==> src/rtl/sys_sum_stacker_pkg.sv <==
// Shared types and elaboration helpers for the systolic sum/stacker datapath.
package sys_sum_stacker_pkg;

  localparam int unsigned BIT_SIZE_DFLT = 4;

  typedef logic [BIT_SIZE_DFLT-1:0] elem_t;

  // Lanes per packed output word.
  function automatic int unsigned calc_w(input int unsigned nerves, input int unsigned depth_out);
    return nerves / depth_out;
  endfunction

  // Index width that stays legal when the range collapses to a single value.
  function automatic int unsigned idx_w(input int unsigned n);
    return (n > 1) ? $clog2(n) : 1;
  endfunction

  function automatic bit cfg_ok(input int unsigned nerves, input int unsigned depth_out,
                                input int unsigned depth_in);
    return (depth_out != 0) && (nerves % depth_out == 0) && (nerves >= 2) && (depth_in != 0);
  endfunction

endpackage

==> src/rtl/sys_sum_cell.sv <==
// One registered stage of the systolic adder chain with its valid pipe bit.
// Optional build macro SYS_SUM_SATURATE_EN clamps the addition instead of wrapping.
module sys_sum_cell
  import sys_sum_stacker_pkg::*;
#(
  parameter int unsigned BitSize = BIT_SIZE_DFLT
) (
  input  logic               clk,
  input  logic               res_n,
  input  logic [BitSize-1:0] in_lane,
  input  logic [BitSize-1:0] in_part,
  input  logic               in_vld,
  output logic [BitSize-1:0] out_part,
  output logic               out_vld
);

  logic [BitSize-1:0] part_q, part_d;
  logic               vld_q, vld_d;

`ifdef SYS_SUM_SATURATE_EN
  logic [BitSize:0] sum_w;
  assign sum_w = {1'b0, in_part} + {1'b0, in_lane};
`endif

  always_comb begin
    vld_d = in_vld;
`ifdef SYS_SUM_SATURATE_EN
    part_d = sum_w[BitSize] ? '1 : sum_w[BitSize-1:0];
`else
    part_d = in_part + in_lane;
`endif
  end

  always_ff @(posedge clk) begin
    if (res_n) begin
      part_q <= '0;
      vld_q  <= 1'b0;
    end else begin
      part_q <= part_d;
      vld_q  <= vld_d;
    end
  end

  assign out_part = part_q;
  assign out_vld  = vld_q;

endmodule

==> src/rtl/sys_sum_stacker.sv <==
// Systolic cross-lane adder feeding a frame-aware packer of serial sums into words.
// Build macro SYS_SUM_SATURATE_EN selects saturating chain additions (see sys_sum_cell).
module sys_sum_stacker
  import sys_sum_stacker_pkg::*;
#(
  parameter int unsigned BitSize     = BIT_SIZE_DFLT,
  parameter int unsigned NumOfNerves = 4,
  parameter int unsigned DepthIn     = 2,
  parameter int unsigned DepthOut    = 2
) (
  input  logic                                   clk,
  input  logic                                   res_n,
  input  logic                                   in_valid,
  input  logic                                   in_start,
  input  logic [NumOfNerves*BitSize-1:0]         in_data,
  output logic                                   out_valid_sum,
  output logic                                   out_start_sum,
  output logic [BitSize-1:0]                     out_data_sum,
  output logic                                   out_valid,
  output logic                                   out_start,
  output logic [(NumOfNerves/DepthOut)*BitSize-1:0] out_data
);

  localparam int unsigned W     = calc_w(NumOfNerves, DepthOut);
  localparam int unsigned WordW = W * BitSize;
  localparam int unsigned CntW  = idx_w(DepthIn);
  localparam int unsigned PosW  = idx_w(W);

  if (!cfg_ok(NumOfNerves, DepthOut, DepthIn)) begin : g_cfg_err
    $error("sys_sum_stacker: NumOfNerves must be >=2 and a multiple of DepthOut");
  end

  logic [BitSize-1:0] part_w [NumOfNerves];
  logic               vld_w  [NumOfNerves];

  // Head lane starts the chain; each lower lane adds onto its upstream partial.
  for (genvar k = 0; k < NumOfNerves; k++) begin : g_chain
    logic [BitSize-1:0] lane;
    logic [BitSize-1:0] up_part;
    logic               up_vld;

    assign lane = in_valid ? in_data[k*BitSize +: BitSize] : '0;

    if (k == NumOfNerves - 1) begin : g_head
      assign up_part = '0;
      assign up_vld  = in_start & in_valid;
    end else begin : g_body
      assign up_part = part_w[k+1];
      assign up_vld  = vld_w[k+1];
    end

    sys_sum_cell #(.BitSize(BitSize)) u_cell (
      .clk      (clk),
      .res_n    (res_n),
      .in_lane  (lane),
      .in_part  (up_part),
      .in_vld   (up_vld),
      .out_part (part_w[k]),
      .out_vld  (vld_w[k])
    );
  end

  logic [CntW-1:0]  count_q, count_d;
  logic [PosW-1:0]  pos_q, pos_d;
  logic [WordW-1:0] word_q, word_d;
  logic             wstart_q, wstart_d;
  logic             out_start_sum_q, out_start_sum_d;
  logic             out_valid_q, out_valid_d;
  logic             out_start_q, out_start_d;
  logic [WordW-1:0] out_data_q, out_data_d;
  logic [WordW-1:0] word_ins;
  logic             frame_end;
  logic             word_full;

  // Frame counting and packing act on the edge that consumes the presented sum.
  always_comb begin
    count_d         = count_q;
    pos_d           = pos_q;
    word_d          = word_q;
    wstart_d        = wstart_q;
    out_valid_d     = 1'b0;
    out_start_d     = 1'b0;
    out_data_d      = out_data_q;
    out_start_sum_d = 1'b0;
    frame_end       = (count_q == CntW'(DepthIn - 1));
    word_full       = (pos_q == PosW'(W - 1));

    word_ins = word_q;
    for (int unsigned l = 0; l < W; l++) begin
      if (pos_q == PosW'(l)) begin
        word_ins[l*BitSize +: BitSize] = part_w[0];
      end
    end

    if (vld_w[0]) begin
      count_d = frame_end ? '0 : count_q + CntW'(1);
      if (pos_q == '0) begin
        wstart_d = out_start_sum_q;
      end
      if (word_full || frame_end) begin
        out_valid_d = 1'b1;
        out_start_d = (pos_q == '0) ? out_start_sum_q : wstart_q;
        out_data_d  = word_ins;
        word_d      = '0;
        pos_d       = '0;
      end else begin
        word_d = word_ins;
        pos_d  = pos_q + PosW'(1);
      end
    end

    // Registered frame-start flag lines up with the sum entering the last stage.
    out_start_sum_d = vld_w[1] & (count_d == '0);
  end

  always_ff @(posedge clk) begin
    if (res_n) begin
      count_q         <= '0;
      pos_q           <= '0;
      word_q          <= '0;
      wstart_q        <= 1'b0;
      out_start_sum_q <= 1'b0;
      out_valid_q     <= 1'b0;
      out_start_q     <= 1'b0;
      out_data_q      <= '0;
    end else begin
      count_q         <= count_d;
      pos_q           <= pos_d;
      word_q          <= word_d;
      wstart_q        <= wstart_d;
      out_start_sum_q <= out_start_sum_d;
      out_valid_q     <= out_valid_d;
      out_start_q     <= out_start_d;
      out_data_q      <= out_data_d;
    end
  end

  assign out_valid_sum = vld_w[0];
  assign out_data_sum  = part_w[0];
  assign out_start_sum = out_start_sum_q;
  assign out_valid     = out_valid_q;
  assign out_start     = out_start_q;
  assign out_data      = out_data_q;

endmodule

==> config.mk <==
export PLATFORM = sky130hd
export DESIGN_NAME = sys_sum_stacker
export DESIGN_NICKNAME = d
export VERILOG_FILES = /design/src/rtl/sys_sum_stacker_pkg.sv /design/src/rtl/sys_sum_cell.sv /design/src/rtl/sys_sum_stacker.sv
export SDC_FILE = /design/constraint.sdc
export NUM_CORES = 1
export LEC_CHECK = 0
export CELL_PAD_IN_SITES_DETAIL_PLACEMENT = 1
export CELL_PAD_IN_SITES_GLOBAL_PLACEMENT = 2
export CORE_UTILIZATION = 35
export DETAILED_ROUTE_END_ITERATION = 8
export GPL_TIMING_DRIVEN = 0
export MAX_ROUTING_LAYER = met4
export PLACE_DENSITY = 0.85
export REMOVE_ABC_BUFFERS = 1
export SETUP_SLACK_MARGIN = 0.5
export SLEW_MARGIN = 20
export SYNTH_ARGS = -nofsm -noshare
export SYNTH_HDL_FRONTEND = slang
export SYNTH_HIERARCHICAL = 1
export SYNTH_SLANG_ARGS = --single-unit
export TNS_END_PERCENT = 50
==> constraint.sdc <==
create_clock -name clk -period 4.85 [get_ports clk]
set_input_delay 1.2125 -clock clk [delete_from_list [all_inputs] [get_ports clk]]
set_output_delay 1.2125 -clock clk [all_outputs]
set_load 0.1 [all_outputs]
# Word level (Yosys, flattened, before mapping)
# Cells that the tools add are included.
# totals
out_inout_bits	16
ff_bits	42
inputBits	20
wordCells	43
# classes
muxes	11
n_bitwise	6
add_sub_neg	5
n_reduce_logical	5
# ops
op	n
4-bit two-way mux	5
4-bit adder	3
8-bit two-way mux	1
1-bit two-way mux	5
1-bit inverter	4
2-bit OR reduction	2
3-bit OR reduction	1
1-bit adder, second input constant	2
1-bit AND	2
2-bit AND reduction	1
1-bit logical OR	1

# Logic depth before layout (Yosys ltp)
# Gate-level depths: netlist (run 1).
# logic_depth
word_depth	5
depth_mapped	6
ltp_nobuf	5

# Cells and area by module
# The synthesis (run 1) kept the hierarchy.
# modules_own_cells
module	cells_per_inst	n_inst	seq_area_each_um2	area_per_inst_um2
sys_sum_stacker	92	1	440.4	973.4
sys_sum_cell	20	4	100.1	229.0

# Least setup slack after synthesis (run 1)
# OpenSTA, ideal clock, no wires.
# synth_timing
path_kind	input to register
startpoint	in in_valid
endpoint	reg g_chain[2].u_cell.part_q[2]
slack_ps	2474
cell_stages	6
arrival_ps	2262
n_path_buf	1
setup_ps	115
required_time_ps	4735
cell_sequence	clkbuf_1 > and2_1 > ha_1 > fa_1 > xnor2_1 > nor2_1
# synth_via
elab_chain_len	2
# synth_lines
item	line_no	text
from (decl)	sys_sum_stacker.sv:13	input logic in_valid,
4-bit two-way mux	sys_sum_stacker.sv:42	assign lane = in_valid ? in_data[k*BitSize +: BitSize] : '0;
net g_chain[2].lane[0]	sys_sum_stacker.sv:38	logic [BitSize-1:0] lane;
4-bit adder	sys_sum_cell.sv:30	part_d = in_part + in_lane;
to (signal assigned)	sys_sum_cell.sv:39	part_q <= part_d;
to (decl)	sys_sum_cell.sv:17	logic [BitSize-1:0] part_q, part_d;
# The timed path passes the listed nets, and every way through them passes these cells.
# A chain may end at the register's enable or synchronous reset.

# Final worst setup path (run 1)
# layout_timing
startpoint	reg g_chain[0].u_cell.vld_q
endpoint	out out_valid_sum
# layout_lines
item	line_no	text
from (decl)	sys_sum_cell.sv:18	logic vld_q, vld_d;
from (signal assigned)	sys_sum_cell.sv:40	vld_q <= vld_d;
to (decl)	sys_sum_stacker.sv:16	output logic out_valid_sum,
# No word-level cell between the ends.

==> results of run 1 <==
## area by class of cell
type	instances	area (um^2)	area share
timing repair buffer	35	345	0.146
inverter	1	3.75	0.00158
clock buffer	5	68.8	0.0290
multi-input combinational	127	1020	0.428
tap	70	87.6	0.0369
clock inverter	2	10.0	0.00422
sequential	42	841	0.354
## stage by stage
| stage | util | instances |
|---|---|---|
| floorplan | - | 170 |
| global placement | 0.447 | 275 |
| detailed placement | 0.447 | 275 |
| CTS | 0.463 | 282 |
| global route | 0.462 | 282 |
| finish | 0.462 | 282 |
## Yosys cell counts
| library cell | count | share of area |
|---|---|---|
| fa_1 | 4 | 0.042 |
| conb_1 | 1 | 0.0020 |
| xnor2_1 | 5 | 0.023 |
| mux2i_1 | 10 | 0.053 |
| o21a_1 | 1 | 0.0040 |
| dfxtp_1 | 42 | 0.45 |
| and2b_1 | 1 | 0.0040 |
| o2bb2ai_2 | 8 | 0.064 |
| buf_2 | 2 | 0.0053 |
| a21o_1 | 4 | 0.016 |
| nor2_1 | 8 | 0.016 |
| clkbuf_1 | 1 | 0.0020 |
| a21oi_2 | 4 | 0.019 |
| ha_1 | 12 | 0.079 |
| xor2_1 | 4 | 0.019 |
| inv_2 | 1 | 0.0020 |
| nand2b_1 | 4 | 0.013 |
| a21oi_1 | 8 | 0.021 |
| nand3_1 | 12 | 0.032 |
| buf_4 | 1 | 0.0040 |
| nor2b_1 | 13 | 0.043 |
| and3b_1 | 1 | 0.0046 |
| o21ai_1 | 1 | 0.0026 |
| buf_6 | 2 | 0.012 |
| or2_1 | 1 | 0.0033 |
| and2_1 | 21 | 0.070 |
## how the worst max path moves through the flow
stage,startpoint,endpoint,cells past startpoint
after floorplan,g_chain[0].u_cell/out_vld$_SDFF_PP0_,out_valid_sum,0
after global placement,res_n,out_data[3]$_SDFFE_PP0P_,3
after detailed placement,res_n,word_q[4]$_SDFFE_PP0P_,3
after CTS,g_chain[0].u_cell/out_vld$_SDFF_PP0_,out_valid_sum,1
after global routing,g_chain[0].u_cell/out_vld$_SDFF_PP0_,out_valid_sum,1
final,g_chain[0].u_cell/out_vld$_SDFF_PP0_,out_valid_sum,1
## cells by family after synthesis
group	after synthesis	share of synthesized area
other	1	0.00198
buffers and inverters	7	0.0252
DFF	42	0.445
AOI/OAI and AO/OA	26	0.126
xor gates and xnor gates	9	0.0417
adders and majority gates	16	0.122
muxes	10	0.0530
and+or+nand+nor	61	0.185
## sequential cells by signal (all words and copies together), names as in the netlist, 4 cells and up
register,flops
out_data,8
g_chain.u_cell/out_part,16
g_chain.u_cell/out_vld,4
word_q,8
## power groups by stage
stage	Clock [mW]	Sequential (mW)	Combinational, mW
after detailed placement	0	0.381	0.125
after CTS	0.216	0.373	0.126
after global placement	0	0.380	0.121
after floorplan	0	0.408	0.0553
final	0.208	0.373	0.124
after global routing	0.229	0.375	0.136
## per-layer routing
metal	part of all wire	routed length [um]	up-vias	track usage
met3	0.042	146	4	0.0331
met2	0.51	1800	30	0.259
met5	0	0	-	-
li1	-	-	653	-
met1	0.43	1510	640	0.153
met4	0.011	39	0	0.0617
==> metrics.md, run 1 <==
| Metric | Value |
|---|---|
| Reg2reg start | pos_q$_SDFFE_PP0P_ |
| Drt pass-1 iters | 2 |
| Clk_lat worst skew | just under 0.3 ns |
| WHS Endpoint | g_chain[2].u_cell/out_vld$_SDFF_PP0_ |
| Layout cells sized above 1 | 0.0991 |
| Filler Cells Inserted | 600 |
| Most common library cell in the layout ignoring fill and taps | dfxtp_1 |
| Design Power | between 0.7 and 0.8 mW |
| Rows | 26 |
| Hold path depth | 1 |
| Cell area after layout | 0.00237 mm^2 |
| Initial antenna violation count | 0 |
| Worst Tran Pin Value | 0.983 ns |
| Reg clk slew, reported paths | about 0.080 ns |
| Final Wtd Congestion | around 0.78 |
| Maximum vdd drop | 0.111 mV |
| Buffers & Inverters on Critical Path | 1 |
| Max Buffers Root-to-Sink | 2 |
| Pin count of the biggest net entering global routing | 30 |
| Pre-CTS setup slack | 1.55 ns |
| Number of global-route vias before repair | ~1400 |
| Net switching power | 0.194 mW |
| Fin crit period | 3.28 ns |
| Setup TNS | 0 ns |
| Detailed Route WL | 3.49 mm |
| Overall Global Routing Usage | 0.145 |
| Number of synthesized register bits | 42 |
| Total number of vias | 1327 |
| P per Cell Area | 297 mW/mm^2 |
| Initial Utilization | 0.368 |
| Hpwl dp | 2.68 mm |
| Final period utilization | 0.676 |
| Die W | 75.5 um |
| Clock sinks | 42 |
| DRT iter0 DRCs | 32 |
| Critical setup path kind | reg -> out |
| Die span in y | 75.5 um |
| Worst hold slack | 0.449 ns |
| Worst Setup End Kind | output port |
| Global-route wire length before repair | 6.01 mm |
| Port Buf Inserts | 35 |
| Worst r2r dst | word_q[4]$_SDFFE_PP0P_ |
| Internal power | 0.510 mW |
| Setup Fix Bufs, Post-CTS | 0 |
| Most frequent cells in the layout | dfxtp_1 (42), clkdlybuf4s50_1 (34), and2_1 (21) |
| # Max-Cap Violations | 0 |
| Layout Area Growth over Synthesis | 25.6% |
| Startpoint Class | flip-flop |
| Worst EP arrival | 2.07 ns |
| Clock share of power | 0.295 |
| Worst-path cell chain | clkdlybuf4s50_1 |
| Die ar. | ~0.0057 mm^2 |
| Clock Skew | 0.00716 ns |
| Setup ws final | 1.57 ns |
| Fmax | 305 MHz |
| Critical path's slowest cell | clkdlybuf4s50_1 |
| R2R depth | 3 |
| DRC violations left | 0 |
| Total congestion overflow | 0 |
| CTS resizes | 0 |
| Reg2reg setup slack | roughly 3.2 ns |
| Final hold vios | 0 |
| Core area | between 0.005 and 0.006 mm^2 |
| Fin nets | 248 |
| Status | completed |
| Switching share of total power | 0.276 |
| # diodes | 0 |
| Per-cell routed wire length | 12.4 um |
| Logic pwr share | 0.176 |
| Leak | 0.908 nW |
| Hold buffers post-CTS | 0 |
| Io pins | 36 |
| Area post-placement | approximately 0.0023 mm^2 |
| Endpoints failing setup | 0 |
| Worst-path maximum fanout | 13 |
| Mapped Area | between 0.0015 and 0.002 mm^2 |
| DRT antenna net count | 0 |
| Sequential fraction of the synthesis area | 0.445 |
| Max Transition Viols Final | 0 |
| Hold path start | g_chain[3].u_cell/out_vld$_SDFF_PP0_ |
| Critical Path RT | 3.64 ns |
| Crit path largest cell delay | 1.22 ns |
| CTS H-tree lvls | 2 |
| TritonCTS buffer count | 5 |
| Root buf cell | clkbuf_8 |
| RSZ-0062 raised after global routing | no |
| Synth Warn # | 6 |
| Crit-path leading delay family | buffers and inverters |
| Register share of total power | 0.529 |
| Hold Crit Class | reg -> reg |
| Slew margin rel. | 0.342 |
| Synthesized instance count | 172 |
| Post-synthesis cell type count | 26 |
| CTS tree | done |
| Syn_area_per_cell | 11.0 um^2 |
| Vias per cell | 4.71 |
No activity file was read; power rests on OpenSTA's default activity.
==> run 2: changes to the inputs <==
Settings changed: CORE_UTILIZATION 35 to 33, PLACE_DENSITY 0.85 to 0.81.
Clock period 4.85 ns to 3.2 ns, I/O delays scaled along.
==> metrics.md, run 2 (synthesis results as in run 1) <==
| Metric | Value |
|---|---|
| Status | completed |
| Crit path largest cell delay | 1.15 ns |
| Stages on the worst setup path | 1 |
| Endpoints failing setup | 0 |
| Die ar. | 0.00603 mm^2 |
| Most frequent cells in the layout | dfxtp_1 (42), clkdlybuf4s50_1 (33), and2_1 (21) |
| Overall Global Routing Usage | 0.142 |
| Worst hold slack | between 0.4 and 0.5 ns |
| Hpwl dp | 2.69 mm |
| Critical setup path kind | reg -> out |
| Most common library cell in the layout ignoring fill and taps | dfxtp_1 |
| Filler Cells Inserted | just over 600 |
| Crit-path leading delay family | buffers and inverters |
| Cell area after layout | 0.00240 mm^2 |
| Worst-path maximum fanout | 4 |
| Number of global-route vias before repair | 1468 |
| Core area | 0.00551 mm^2 |
| Initial antenna violation count | 0 |
| Rows | 27 |
| Die W | 77.7 um |
| Fin crit period | 2.63 ns |
| Reg2reg setup slack | 1.54 ns |
| Total congestion overflow | 0 |
| TritonCTS buffer count | 5 |
| Port Buf Inserts | 35 |
| FF+latch area | 841 um^2 |
| Fmax | 380 MHz |
| Final period utilization | 0.822 |
| Maximum vdd drop | 0.173 mV |
| Clock sinks | 42 |
| Number of flip-flops under the largest register name | 16 |
| Global-route wire length before repair | 6.52 mm |
| Setup crit end | out_data_sum[3] |
| Clk_lat worst skew | 0.29 ns |
| Critical path's slowest cell | clkdlybuf4s50_1 |
| Total number of vias | roughly 1300 |
| Critical Path RT | between 2 and 2.5 ns |
| DRT iter0 DRCs | 60 |
| Area post-placement | 0.00230 mm^2 |
| CTS H-tree lvls | 2 |
| Design Power | 1.17 mW |
| Slew margin rel. | 0.350 |
| Clock Skew | 0.00710 ns |
| # Max-Cap Violations | 0 |
| Startpoint Class | flip-flop |
| # diodes | 0 |
| Vias per cell | roughly 4.7 |
| R2R depth | 3 |
| Buffers & Inverters on Critical Path | 1 |
| Detailed Route WL | 3.51 mm |
| DRT antenna net count | 0 |
| Leak | 0.921 nW |
| Setup TNS | 0 ns |
| Hold Crit Class | reg -> reg |
| Crit. Startpoint | g_chain[0].u_cell/out_part[3]$_SDFF_PP0_ |
| Fin nets | 248 |
| Pin count of the biggest net entering global routing | 30 |
| Worst EP arrival | 1.83 ns |
| Max Buffers Root-to-Sink | 2 |
| Reg2reg start | pos_q$_SDFFE_PP0P_ |
| Worst r2r dst | out_data[0]$_SDFFE_PP0P_ |
| Worst Setup End Kind | output port |
| Die span in y | 77.7 um |
| Non-filler cells, final | 285 |
| Io pins | 36 |
| Placed cell count | approximately 280 |
| DRC violations left | 0 |
| Drt pass-1 iters | 4 |
| Root buf cell | clkbuf_8 |
| CTS tree | done |
| Layout Area Growth over Synthesis | 27.3% |
| RSZ-0062 raised after global routing | no |
| Max Transition Viols Final | 0 |
| Final hold vios | 0 |
| Reg clk slew, reported paths | 0.08 ns |
| Layout cells sized above 1 | 0.0986 |
| P per Cell Area | 485 mW/mm^2 |
| Worst-path cell chain | clkdlybuf4s50_1 |
| Multi-input gate area | between 0.001 and 0.0015 mm^2 |
| Worst Tran Pin Value | 0.973 ns |
| Final Wtd Congestion | 0.757 |
| Per-cell routed wire length | 12.3 um |
| Initial Utilization | 0.343 |
| Setup Fix Bufs, Post-CTS | 0 |
## run 2: cell types whose count changed in the layout (fill, tap and decap cells not counted)
cell,change
clkbuf_1,+1
clkinvlp_4,+1
bufinv_16,+1
dlygate4sd2_1,+1
clkdlybuf4s50_1,-1
clkinv_2,-2
## run 2: report_power, final
group	switching (mW)	total, mW	leakage [nW]	internal [mW]
clock network	0.180	0.413	0.0514	0.233
logic	0.110	0.190	0.527	0.0805
registers	0.0162	0.563	0.342	0.547
total	0.306	1.17	0.921	0.860
## run 2: worst min path at each step
stage,from,to,cells after the start
3_5_place_dp,g_chain[3].u_cell/out_vld$_SDFF_PP0_,g_chain[2].u_cell/out_vld$_SDFF_PP0_,1
5_1_grt,g_chain[3].u_cell/out_vld$_SDFF_PP0_,g_chain[2].u_cell/out_vld$_SDFF_PP0_,1
6_report,g_chain[3].u_cell/out_vld$_SDFF_PP0_,g_chain[2].u_cell/out_vld$_SDFF_PP0_,1
2_1_floorplan,g_chain[2].u_cell/out_vld$_SDFF_PP0_,g_chain[1].u_cell/out_vld$_SDFF_PP0_,1
3_3_place_gp,g_chain[3].u_cell/out_vld$_SDFF_PP0_,g_chain[2].u_cell/out_vld$_SDFF_PP0_,1
4_1_cts,g_chain[3].u_cell/out_vld$_SDFF_PP0_,g_chain[2].u_cell/out_vld$_SDFF_PP0_,1
## run 2: final cells by class
cell class / instances / area share
Clock inverter: 2 / 0.0156
Timing Repair Buffer: 35 / 0.143
Multi-Input combinational cell: 127 / 0.422
Inverter: 1 / 0.00156
Clock buffer: 6 / 0.0302
Tap cell: 72 / 0.0375
Sequential cell: 42 / 0.350
## run 2: timing repair
action | 4_1_cts | 5_1_grt
resized for setup | 1 | 0
setup endpoints to repair | 1 | 0
hold buffers | 0 | 0
## run 2: per-stage QoR
step	worst slack (ns)	util
final	0.570	0.437
after global routing	0.512	0.437
after CTS	0.538	0.438
after detailed placement	0.253	0.418
after global placement	0.314	0.418
after floorplan	1.28	-
## run 2: routing by layer
| metal | part of all wire | global-route usage | vias to the layer above |
|---|---|---|---|
| met5 | 0 | - | - |
| li1 | - | - | 660 |
| met3 | 0.047 | 0.0400 | 8 |
| met2 | 0.51 | 0.249 | 37 |
| met4 | 0.015 | 0.0509 | 0 |
| met1 | 0.43 | 0.153 | 643 |
